--- src/rtl/bank_read_arbiter_if.sv ---
// Request, bank and response signals of the vector-register bank read arbiter.
// The slave modport is the arbiter; the master modport is the requester/bank side.
interface bank_read_arbiter_if #(
   parameter int PORT_NUM     = 2,
   parameter int ADDR_WIDTH   = 6,
   parameter int ADDR_Y_WIDTH = 4,
   parameter int DATA_WIDTH   = 128
);
   logic [PORT_NUM-1:0]                  req_valid;
   logic [PORT_NUM-1:0][ADDR_WIDTH-1:0]  req_addr;
   logic [PORT_NUM-1:0]                  req_ready;
   logic [3:0]                           bank_rd_en;
   logic [3:0][ADDR_Y_WIDTH-1:0]         bank_rd_addr;
   logic [3:0][DATA_WIDTH-1:0]           bank_rd_data;
   logic [PORT_NUM-1:0]                  rsp_valid;
   logic [PORT_NUM-1:0][DATA_WIDTH-1:0]  rsp_data;
   logic [PORT_NUM-1:0]                  rsp_ready;

   modport slave (
      input  req_valid, req_addr, bank_rd_data, rsp_ready,
      output req_ready, bank_rd_en, bank_rd_addr, rsp_valid, rsp_data
   );

   modport master (
      output req_valid, req_addr, bank_rd_data, rsp_ready,
      input  req_ready, bank_rd_en, bank_rd_addr, rsp_valid, rsp_data
   );
endinterface

--- src/rtl/bank_read_arbiter.sv ---
// Four-bank vreg read arbiter: per-bank round-robin grant, one-cycle read latency,
// and a one-entry hold buffer per port that parks data while the consumer stalls.
module bank_read_arbiter #(
   parameter int PORT_NUM     = 2,
   parameter int ADDR_WIDTH   = 6,
   parameter int ADDR_X_WIDTH = 1,
   parameter int ADDR_Y_WIDTH = 4,
   parameter int DATA_WIDTH   = 128
) (
   input logic                clk,
   input logic                rst,
   bank_read_arbiter_if.slave bus
);

   localparam int NUM_BANKS = 4;
   localparam int PTR_W     = (PORT_NUM > 1) ? $clog2(PORT_NUM) : 1;

   logic [NUM_BANKS-1:0][PTR_W-1:0]     rr_ptr_q, rr_ptr_d;
   logic [PORT_NUM-1:0]                 inflight_q;
   logic [PORT_NUM-1:0][1:0]            bank_q;
   logic [PORT_NUM-1:0]                 hold_vld_q;
   logic [PORT_NUM-1:0][DATA_WIDTH-1:0] hold_data_q;

   logic [PORT_NUM-1:0][1:0]              req_bank;
   logic [PORT_NUM-1:0][ADDR_Y_WIDTH-1:0] req_row;
   logic [PORT_NUM-1:0]                   eligible;
   logic [PORT_NUM-1:0]                   grant;
   logic [NUM_BANKS-1:0]                  bank_en;
   logic [NUM_BANKS-1:0][ADDR_Y_WIDTH-1:0] bank_addr;

   // A port stalled on an unaccepted response must not issue another read.
   always_comb begin
      for (int p = 0; p < PORT_NUM; p++) begin
         req_bank[p] = {bus.req_addr[p][ADDR_WIDTH-1], bus.req_addr[p][0]};
         req_row[p]  = bus.req_addr[p][ADDR_X_WIDTH +: ADDR_Y_WIDTH];
         eligible[p] = !rst && bus.req_valid[p] && !hold_vld_q[p] &&
                       !(inflight_q[p] && !bus.rsp_ready[p]);
      end
   end

   // Each port targets exactly one bank, so per-bank arbitration alone
   // guarantees at most one grant per port.
   always_comb begin
      int                 sum;
      logic               found;
      logic [PTR_W-1:0]   idx;
      // NOTE: every combinational output gets a default first so no path leaves it unassigned (no latch).
      sum       = 0;
      found     = 1'b0;
      idx       = '0;
      grant     = '0;
      bank_en   = '0;
      bank_addr = '0;
      rr_ptr_d  = rr_ptr_q;
      for (int b = 0; b < NUM_BANKS; b++) begin
         found = 1'b0;
         for (int i = 0; i < PORT_NUM; i++) begin
            sum = int'(rr_ptr_q[b]) + i;
            if (sum >= PORT_NUM) sum = sum - PORT_NUM;
            idx = PTR_W'(sum);
            if (!found && eligible[idx] && (req_bank[idx] == 2'(b))) begin
               found        = 1'b1;
               grant[idx]   = 1'b1;
               bank_en[b]   = 1'b1;
               bank_addr[b] = req_row[idx];
               rr_ptr_d[b]  = (sum == PORT_NUM - 1) ? '0 : PTR_W'(sum + 1);
            end
         end
      end
   end

   assign bus.req_ready    = grant;
   assign bus.bank_rd_en   = bank_en;
   assign bus.bank_rd_addr = bank_addr;

   // NOTE: sequential state uses non-blocking assignments so every register samples pre-edge values.
   // NOTE: the hold data is reset too, so rsp_data reads zero until real data arrives.
   always_ff @(posedge clk or posedge rst) begin
      if (rst) begin
         rr_ptr_q    <= '0;
         inflight_q  <= '0;
         bank_q      <= '0;
         hold_vld_q  <= '0;
         hold_data_q <= '0;
      end else begin
         rr_ptr_q   <= rr_ptr_d;
         inflight_q <= grant;
         for (int p = 0; p < PORT_NUM; p++) begin
            if (grant[p]) bank_q[p] <= req_bank[p];
            if (hold_vld_q[p]) begin
               if (bus.rsp_ready[p]) hold_vld_q[p] <= 1'b0;
            end else if (inflight_q[p] && !bus.rsp_ready[p]) begin
               hold_vld_q[p]  <= 1'b1;
               hold_data_q[p] <= bus.bank_rd_data[bank_q[p]];
            end
         end
      end
   end

   always_comb begin
      for (int p = 0; p < PORT_NUM; p++) begin
         bus.rsp_valid[p] = hold_vld_q[p] | inflight_q[p];
         if (hold_vld_q[p])      bus.rsp_data[p] = hold_data_q[p];
         else if (inflight_q[p]) bus.rsp_data[p] = bus.bank_rd_data[bank_q[p]];
         else                    bus.rsp_data[p] = '0;
      end
   end

   hold_inflight_excl_a : assert property (@(posedge clk) disable iff (rst)
      (hold_vld_q & inflight_q) == '0);

endmodule

--- src/flat_wrapper.sv ---
// flat-port wrapper written by rule: the top's interface ports become plain ports
module bank_read_arbiter_flat 
#(
   parameter int PORT_NUM     = 2,
   parameter int ADDR_WIDTH   = 6,
   parameter int ADDR_X_WIDTH = 1,
   parameter int ADDR_Y_WIDTH = 4,
   parameter int DATA_WIDTH   = 128
)
  (clk, rst, bus_req_valid, bus_req_addr, bus_bank_rd_data, bus_rsp_ready, bus_req_ready, bus_bank_rd_en, bus_bank_rd_addr, bus_rsp_valid, bus_rsp_data);
  bank_read_arbiter_if #(.PORT_NUM(PORT_NUM), .ADDR_WIDTH(ADDR_WIDTH), .ADDR_Y_WIDTH(ADDR_Y_WIDTH), .DATA_WIDTH(DATA_WIDTH)) bus_i ();
  input logic clk;
  input logic rst;
  input wire logic [$bits(bus_i.req_valid)-1:0] bus_req_valid;
  input wire logic [$bits(bus_i.req_addr)-1:0] bus_req_addr;
  input wire logic [$bits(bus_i.bank_rd_data)-1:0] bus_bank_rd_data;
  input wire logic [$bits(bus_i.rsp_ready)-1:0] bus_rsp_ready;
  output wire logic [$bits(bus_i.req_ready)-1:0] bus_req_ready;
  output wire logic [$bits(bus_i.bank_rd_en)-1:0] bus_bank_rd_en;
  output wire logic [$bits(bus_i.bank_rd_addr)-1:0] bus_bank_rd_addr;
  output wire logic [$bits(bus_i.rsp_valid)-1:0] bus_rsp_valid;
  output wire logic [$bits(bus_i.rsp_data)-1:0] bus_rsp_data;
  assign bus_i.req_valid = bus_req_valid;
  assign bus_i.req_addr = bus_req_addr;
  assign bus_i.bank_rd_data = bus_bank_rd_data;
  assign bus_i.rsp_ready = bus_rsp_ready;
  assign bus_req_ready = bus_i.req_ready;
  assign bus_bank_rd_en = bus_i.bank_rd_en;
  assign bus_bank_rd_addr = bus_i.bank_rd_addr;
  assign bus_rsp_valid = bus_i.rsp_valid;
  assign bus_rsp_data = bus_i.rsp_data;
  bank_read_arbiter #(.PORT_NUM(PORT_NUM), .ADDR_WIDTH(ADDR_WIDTH), .ADDR_X_WIDTH(ADDR_X_WIDTH), .ADDR_Y_WIDTH(ADDR_Y_WIDTH), .DATA_WIDTH(DATA_WIDTH)) u_core (.clk(clk), .rst(rst), .bus(bus_i));
endmodule
--- config.mk ---
export PLATFORM = sky130hd
export DESIGN_NAME = bank_read_arbiter_flat
export DESIGN_NICKNAME = d
export VERILOG_FILES = /design/src/rtl/bank_read_arbiter_if.sv /design/src/rtl/bank_read_arbiter.sv /design/src/flat_wrapper.sv
export SDC_FILE = /design/constraint.sdc
export NUM_CORES = 1
export LEC_CHECK = 0
export CORE_AREA = 2 2 312 314
export CTS_BUF_LIST = sky130_fd_sc_hd__clkbuf_8
export DETAILED_ROUTE_END_ITERATION = 7
export DIE_AREA = 0 0 314 316
export DONT_BUFFER_PORTS = 1
export PLACE_DENSITY = 0.32
export SETUP_SLACK_MARGIN = 0.1
export SKIP_LAST_GASP = 1
export SLEW_MARGIN = 20
export SYNTH_ARGS = -nofsm -noshare
export SYNTH_HDL_FRONTEND = slang
export SYNTH_SLANG_ARGS = --single-unit
export TNS_END_PERCENT = 100
--- constraint.sdc ---
create_clock -name clk -period 10.35 [get_ports clk]
set_input_delay 1.5525 -clock clk [delete_from_list [all_inputs] [get_ports clk]]
set_output_delay 1.5525 -clock clk [all_outputs]
set_load 0.005 [all_outputs]
==> results of run 1 <==
-- how the worst min path moves through the flow --
| stage | from | endpoint | depth (start not counted) |
|---|---|---|---|
| floorplan | u_core.rr_ptr_q[0] | u_core.rr_ptr_q[0] | 1 |
| global placement | u_core.hold_data_q[29] | u_core.hold_data_q[29] | 1 |
| detailed placement | u_core.hold_data_q[2] | u_core.hold_data_q[2] | 1 |
| CTS | u_core.hold_data_q[2] | u_core.hold_data_q[2] | 1 |
| global route | u_core.hold_data_q[233] | u_core.hold_data_q[233] | 1 |
| finish | u_core.hold_data_q[2] | u_core.hold_data_q[2] | 1 |
-- registers in the layout (all words and copies together) (netlist names) --
signal              count
u_core.hold_vld_q       2
u_core.rr_ptr_q         4
u_core.hold_data_q    256
u_core.inflight_q       2
u_core.bank_q           4
-- worst max-delay path: stages, from the launching register on --
cell,delay (ps)
dfrtp_4,740
buf_4,790
buf_12,420
mux4_2,610
a22o_1,300
-- kinds of logic after synthesis --
family,Yosys count
flops,268
compound gates,284
mux,516
buf+inv,148
simple gates,32
-- layer usage --
| layer | share of wire (%) | wire [um] | vias to the layer above |
|---|---|---|---|
| li1 | - | - | 5167 |
| met1 | 35 | 28600 | 7039 |
| met2 | 53 | 42500 | 587 |
| met3 | 9.0 | 7250 | 122 |
| met4 | 2.9 | 2360 | 12 |
| met5 | 0.10 | 81 | - |
-- per-stage QoR --
stage,cells,setup WS [ps]
3_5_place_dp,2405,5510
4_1_cts,2506,4680
2_1_floorplan,1248,1420
6_report,2515,4970
3_3_place_gp,2405,5560
5_1_grt,2513,4600
-- synth_stat cells, types with 4 or more instances --
cell / number / area share, %
buf_2: 24 / 0.64
a21oi_1: 4 / 0.11
nand2_1: 6 / 0.12
o21a_1: 4 / 0.16
a22o_1: 272 / 13
inv_1: 6 / 0.12
buf_1: 12 / 0.24
mux4_2: 256 / 31
mux2_2: 257 / 16
nor2_1: 4 / 0.080
clkbuf_1: 105 / 2.1
dfrtp_1: 268 / 36
nor2b_1: 4 / 0.13
-- area by class of cell --
class	instances	share of cell area, %
clock buffer	77	5.01
sequential	268	31.8
timing repair buffer	23	0.994
tap	1276	7.55
multi-input combinational	832	53.9
antenna	9	0.106
clock inverter	24	0.479
inverter	6	0.142
-- report_power, final --
part / switching (mW) / internal [mW] / total, mW
sequential: 0.357 / 1.57 / 1.93
clock: 0.537 / 0.654 / 1.19
combinational: 0.990 / 1.16 / 2.15
==> results.toml, run 1 <==
[layout]
final_cell_area_mm2 = 0.0211
regArea_mm2 = 0.00673
final_cell_mix = "a22o_1, dfrtp_1, mux2_2, mux4_2, clkbuf_8"
final_nets = 1720
nFillCells = 10200
areaGrowthSynthToFinish_pct = 13.3
final_util_pct = 22.0
multi_input_area_mm2 = 0.0114
drive_above_1_share_pct = 51.7
layout_commonest_cell = "a22o_1"

[synth]
syn_nets = 1778
synth_seq_cells = 268
yosysSeqAreaShare_pct = 35.9
yosys_most_used_dff = "dfrtp_1"
synth_compound_area_share_pct = 13.2
synth.avg_cell_area_um2 = 15.0
synth_top_family_by_area = "multiplexers"
synthAdderAreaFrac_pct = 0
syn_area_mm2 = 0.0187
synthSimpleGateAreaFrac_pct = 1.15
ys_types = 30
async_flop_share_pct = 100
ys_warn_count = 0
yosys.area_share.xor_xnor_pct = 0
synth.area.mux_share_pct = 46.6
synth_edf_count = 0
synth_cells = 1248

[cts]
cts.sinks = 268
cts_buffer_depth = 3
cts_hold_buf = 0
tritoncts = "done"
worst_skew_pair.late_latency_ps = 700
postCtsSetupBuffers = 0
cts.htree.levels = 2
clkTransAtPathRegs_ps = 50
cts_buffers = 59
cts_root_buf = "clkbuf_8"
cts.repair.resized = 0

[critical_path]
worst_ep_arrival_time_ps = 3830
cp_max_fo = 63
worstPathRequired_ps = 8800
regToRegStartpoint = "u_core.bank_q[2]"
cp-startpoint = "u_core.bank_q[2]"
critPathLaunchType = "flip-flop"
timing.rr.end = "u_core.hold_data_q[141]"
criticalPathCategory = "flip-flop to primary output"
worst_setup_path_end_kind = "primary output"
ff2ff_setup_slack_ps = 7100
critPathCapture = "bus_rsp_data[132]"
r2r_cells = 4

[timing]
grt_setup_unrepaired = "no"
layout_min_cycle_time_ps = 5380
report.final.slew_viol_count = 0
tightestPinTransition_ps = 1000
finalCritPeriodShare_pct = 52.0
holdWs_ps = 503
tns_ps = 0
hold_viol_final = 0
timing.fmax_mhz = 186
setup_viol = 0
clock_skew_ps = 31.7
slew_headroom_pct = 33.1

[grt]
grtUsageMet1_pct = 16.8
antenna_found_initial = 11
grt_pass1_vias = 14000
gr-usage-met2_pct = 27.9
grtUsageTotal_pct = 15.6
grt_overflow_total = 0
grtUsageMet3_pct = 5.81
busiest_layer = "met2"
grt_max_degree = 129
grt_pass1_wl_mm = 112

[detailed_routing]
drt-vias-per-instance = 5.14
drt-initial-drc-count = 801
drcViolationCount = 0
wl_per_cell_um = 32.1
num_vias = 12900
drt-pass1-iter-count = 5
routed_wl_mm = 80.7
ant_nets = 0

[floorplan]
start_util_pct = 19.4
die_h_um = 316
ios = 810
die_x_um = 314
placeableCoreArea_mm2 = 0.0960
num_rows = 114
dieArea_mm2 = 0.0992

[pwr]
p_leak_nw = 7.76
ir_drop_uv = 88.3
p_per_area_mw_per_mm2 = 249
power.total_mw = 5.26

[placement]
place.gp.congestion = 0.836
dp_hpwl_mm = 58.6
placed_cell_area_mm2 = 0.0200
port_buffers = 0

[status]
status = "complete, no violations"

[min_path]
hold_class = "flip-flop to flip-flop"

[job]
maxCapViolCount = 0
(Power assumes the default switching activity.)
==> run 2, diff against run 1 <==
==> constraint.sdc (replaced) <==
create_clock -name clk -period 5.35 [get_ports clk]
set_input_delay 0.8025 -clock clk [delete_from_list [all_inputs] [get_ports clk]]
set_output_delay 0.8025 -clock clk [all_outputs]
set_load 0.005 [all_outputs]
==> run 2 against run 1 <==
- clock skew is 8.5 ps higher
- register-to-register slack got worse by 4700 ps
- sequential cell count did not move
- critical path type unchanged
- critical endpoint is now bus_rsp_data[216]
==> results.toml, run 2 (synthesis gave the netlist of run 1 again) <==
[cts]
postCtsSetupBuffers = 0
cts.repair.resized = 0
tritoncts = "done"
cts_buffers = 56
worst_skew_pair.late_latency_ps = 670
cts.sinks = 268
cts.htree.levels = 2
cts_hold_buf = 0
clkTransAtPathRegs_ps = 70
cts_root_buf = "clkbuf_8"
cts_buffer_depth = 3

[status]
status = "complete, no violations"

[floorplan]
dieArea_mm2 = 0.0992
placeableCoreArea_mm2 = 0.0960
die_h_um = 316
num_rows = 114
ios = 810
start_util_pct = 19.4
die_x_um = 314

[critical_path]
worstPathRequired_ps = 4550
timing.rr.end = "u_core.hold_data_q[166]"
ff2ff_setup_slack_ps = 2410
r2r_cells = 4
path_delay_family = "flip-flops"
path_cells = "buf_4 > mux4_2 > a22o_1"
max_stage_delay_ps = 1060
cp_slowest_cell = "dfrtp_4"
criticalPathCategory = "flip-flop to primary output"
critPathLaunchType = "flip-flop"
worst_setup_path_end_kind = "primary output"
critical_path_buf_inv_count = 1
worst_ep_arrival_time_ps = 3070
cp_max_fo = 61
regToRegStartpoint = "u_core.hold_vld_q[1]"

[detailed_routing]
drt-initial-drc-count = 808
drt-pass1-iter-count = 5
ant_nets = 0
drt-vias-per-instance = 5.13
drcViolationCount = 0
num_vias = 12900
routed_wl_mm = 78.7
wl_per_cell_um = 31.2

[grt]
grt_pass1_vias = 14100
antenna_found_initial = 7
grt_max_degree = 97
grt_overflow_total = 0
busiest_layer = "met2"
grtUsageMet1_pct = 16.4
grtUsageMet3_pct = 4.66
grt_pass1_wl_mm = 109
gr-usage-met2_pct = 27.7
grtUsageTotal_pct = 15.1

[timing]
setup_viol = 0
grt_setup_unrepaired = "no"
finalCritPeriodShare_pct = 72.5
hold_viol_final = 0
tns_ps = 0
tightestPinTransition_ps = 1060
timing.fmax_mhz = 258
clock_skew_ps = 40.2
layout_min_cycle_time_ps = 3880
slew_headroom_pct = 29.1
report.final.slew_viol_count = 0

[min_path]
hold_class = "primary input to asynchronous set/reset pin"

[layout]
reg_top3 = "u_core.hold_data_q (256), u_core.bank_q (4), u_core.rr_ptr_q (4)"
layout_commonest_cell = "a22o_1"
largest_reg_flops = 256
nFillCells = 10200
final_nets = 1723
multi_input_area_mm2 = 0.0114
regArea_mm2 = 0.00673
final_cell_area_mm2 = 0.0213
drive_above_1_share_pct = 51.7
final_cell_mix = "a22o_1, dfrtp_1, mux2_2, mux4_2, clkbuf_8"
areaGrowthSynthToFinish_pct = 13.9
stdcell_count = 2520
regMostFlops = "u_core.hold_data_q"

[pwr]
power.share.sequential_pct = 37.1
power_switching_mw = 3.73
switching_share_pct = 36.3
p_per_area_mw_per_mm2 = 483
ir_drop_uv = 155
internal_power_mw = 6.54
power_frac_clock_pct = 21.9
p_leak_nw = 7.82
power_frac_comb_pct = 41.0

[placement]
dp_hpwl_mm = 58.2
port_buffers = 0
placed_cell_area_mm2 = 0.0201
place.gp.congestion = 0.792
dp.cells = 2411

[job]
maxCapViolCount = 0
run 2: changes by cell type in the layout (fill, tap and decap cells not counted), sizes merged:
cell,before,now
buf,23,29
bufinv,0,1
clkbuf,77,70
clkinv,6,9
clkinvlp,1,2
diode,9,7
inv,23,26
run 2: per-stage QoR:
step / worst slack, ps / utilization [%] / total power [mW] / hold WS, ps
floorplan: 1010 / - / 6.78 / 473
global placement: 2130 / 20.9 / 8.11 / 490
detailed placement: 2100 / 20.9 / 8.13 / 496
CTS: 1300 / 22.1 / 10.5 / 12.0
global route: 1240 / 22.2 / 10.9 / 56.2
finish: 1470 / 22.2 / 10.3 / 95.5
run 2: worst max-delay path by stage:
stage / from / endpoint / slack [ps] / depth (start not counted)
2_1_floorplan: rst / u_core.bank_q[0] / 1010 / 1
3_3_place_gp: u_core.hold_vld_q[1] / bus_req_ready[0] / 2130 / 5
3_5_place_dp: u_core.hold_vld_q[1] / bus_rsp_data[216] / 2100 / 3
4_1_cts: u_core.hold_vld_q[1] / bus_rsp_data[216] / 1300 / 3
5_1_grt: u_core.hold_vld_q[1] / bus_rsp_data[216] / 1240 / 3
6_report: u_core.bank_q[3] / bus_rsp_data[216] / 1470 / 3
run 2: layout make-up:
type | instances | share of cell area (%)
Tap cell | 1276 | 7.51
Inverter | 6 | 0.124
Clock inverter | 32 | 0.835
Clock buffer | 70 | 4.53
Timing Repair Buffer | 29 | 1.67
Multi-Input combinational cell | 832 | 53.6
Sequential cell | 268 | 31.6
Antenna cell | 7 | 0.0824
run 2: routing by layer:
| layer | wire, um | vias up | part of all wire, % |
|---|---|---|---|
| li1 | - | 5179 | - |
| met1 | 27900 | 6974 | 35 |
| met2 | 41900 | 653 | 53 |
| met3 | 6460 | 119 | 8.2 |
| met4 | 2490 | 2 | 3.2 |
| met5 | 17 | - | 0.022 |
run 2: power groups by stage:
stage / sequential (mW) / combinational, mW / clock (mW)
floorplan: 3.42 / 3.36 / 0
global placement: 3.82 / 4.29 / 0
detailed placement: 3.84 / 4.29 / 0
CTS: 3.81 / 4.31 / 2.40
global route: 3.94 / 4.51 / 2.48
finish: 3.81 / 4.21 / 2.25
run 2: worst reg2reg max path, stage by stage (launching register included):
cell and delay [ps]:
dfrtp_4 700, buf_4 440, nor2_4 780, buf_4 490
mux2_2 400
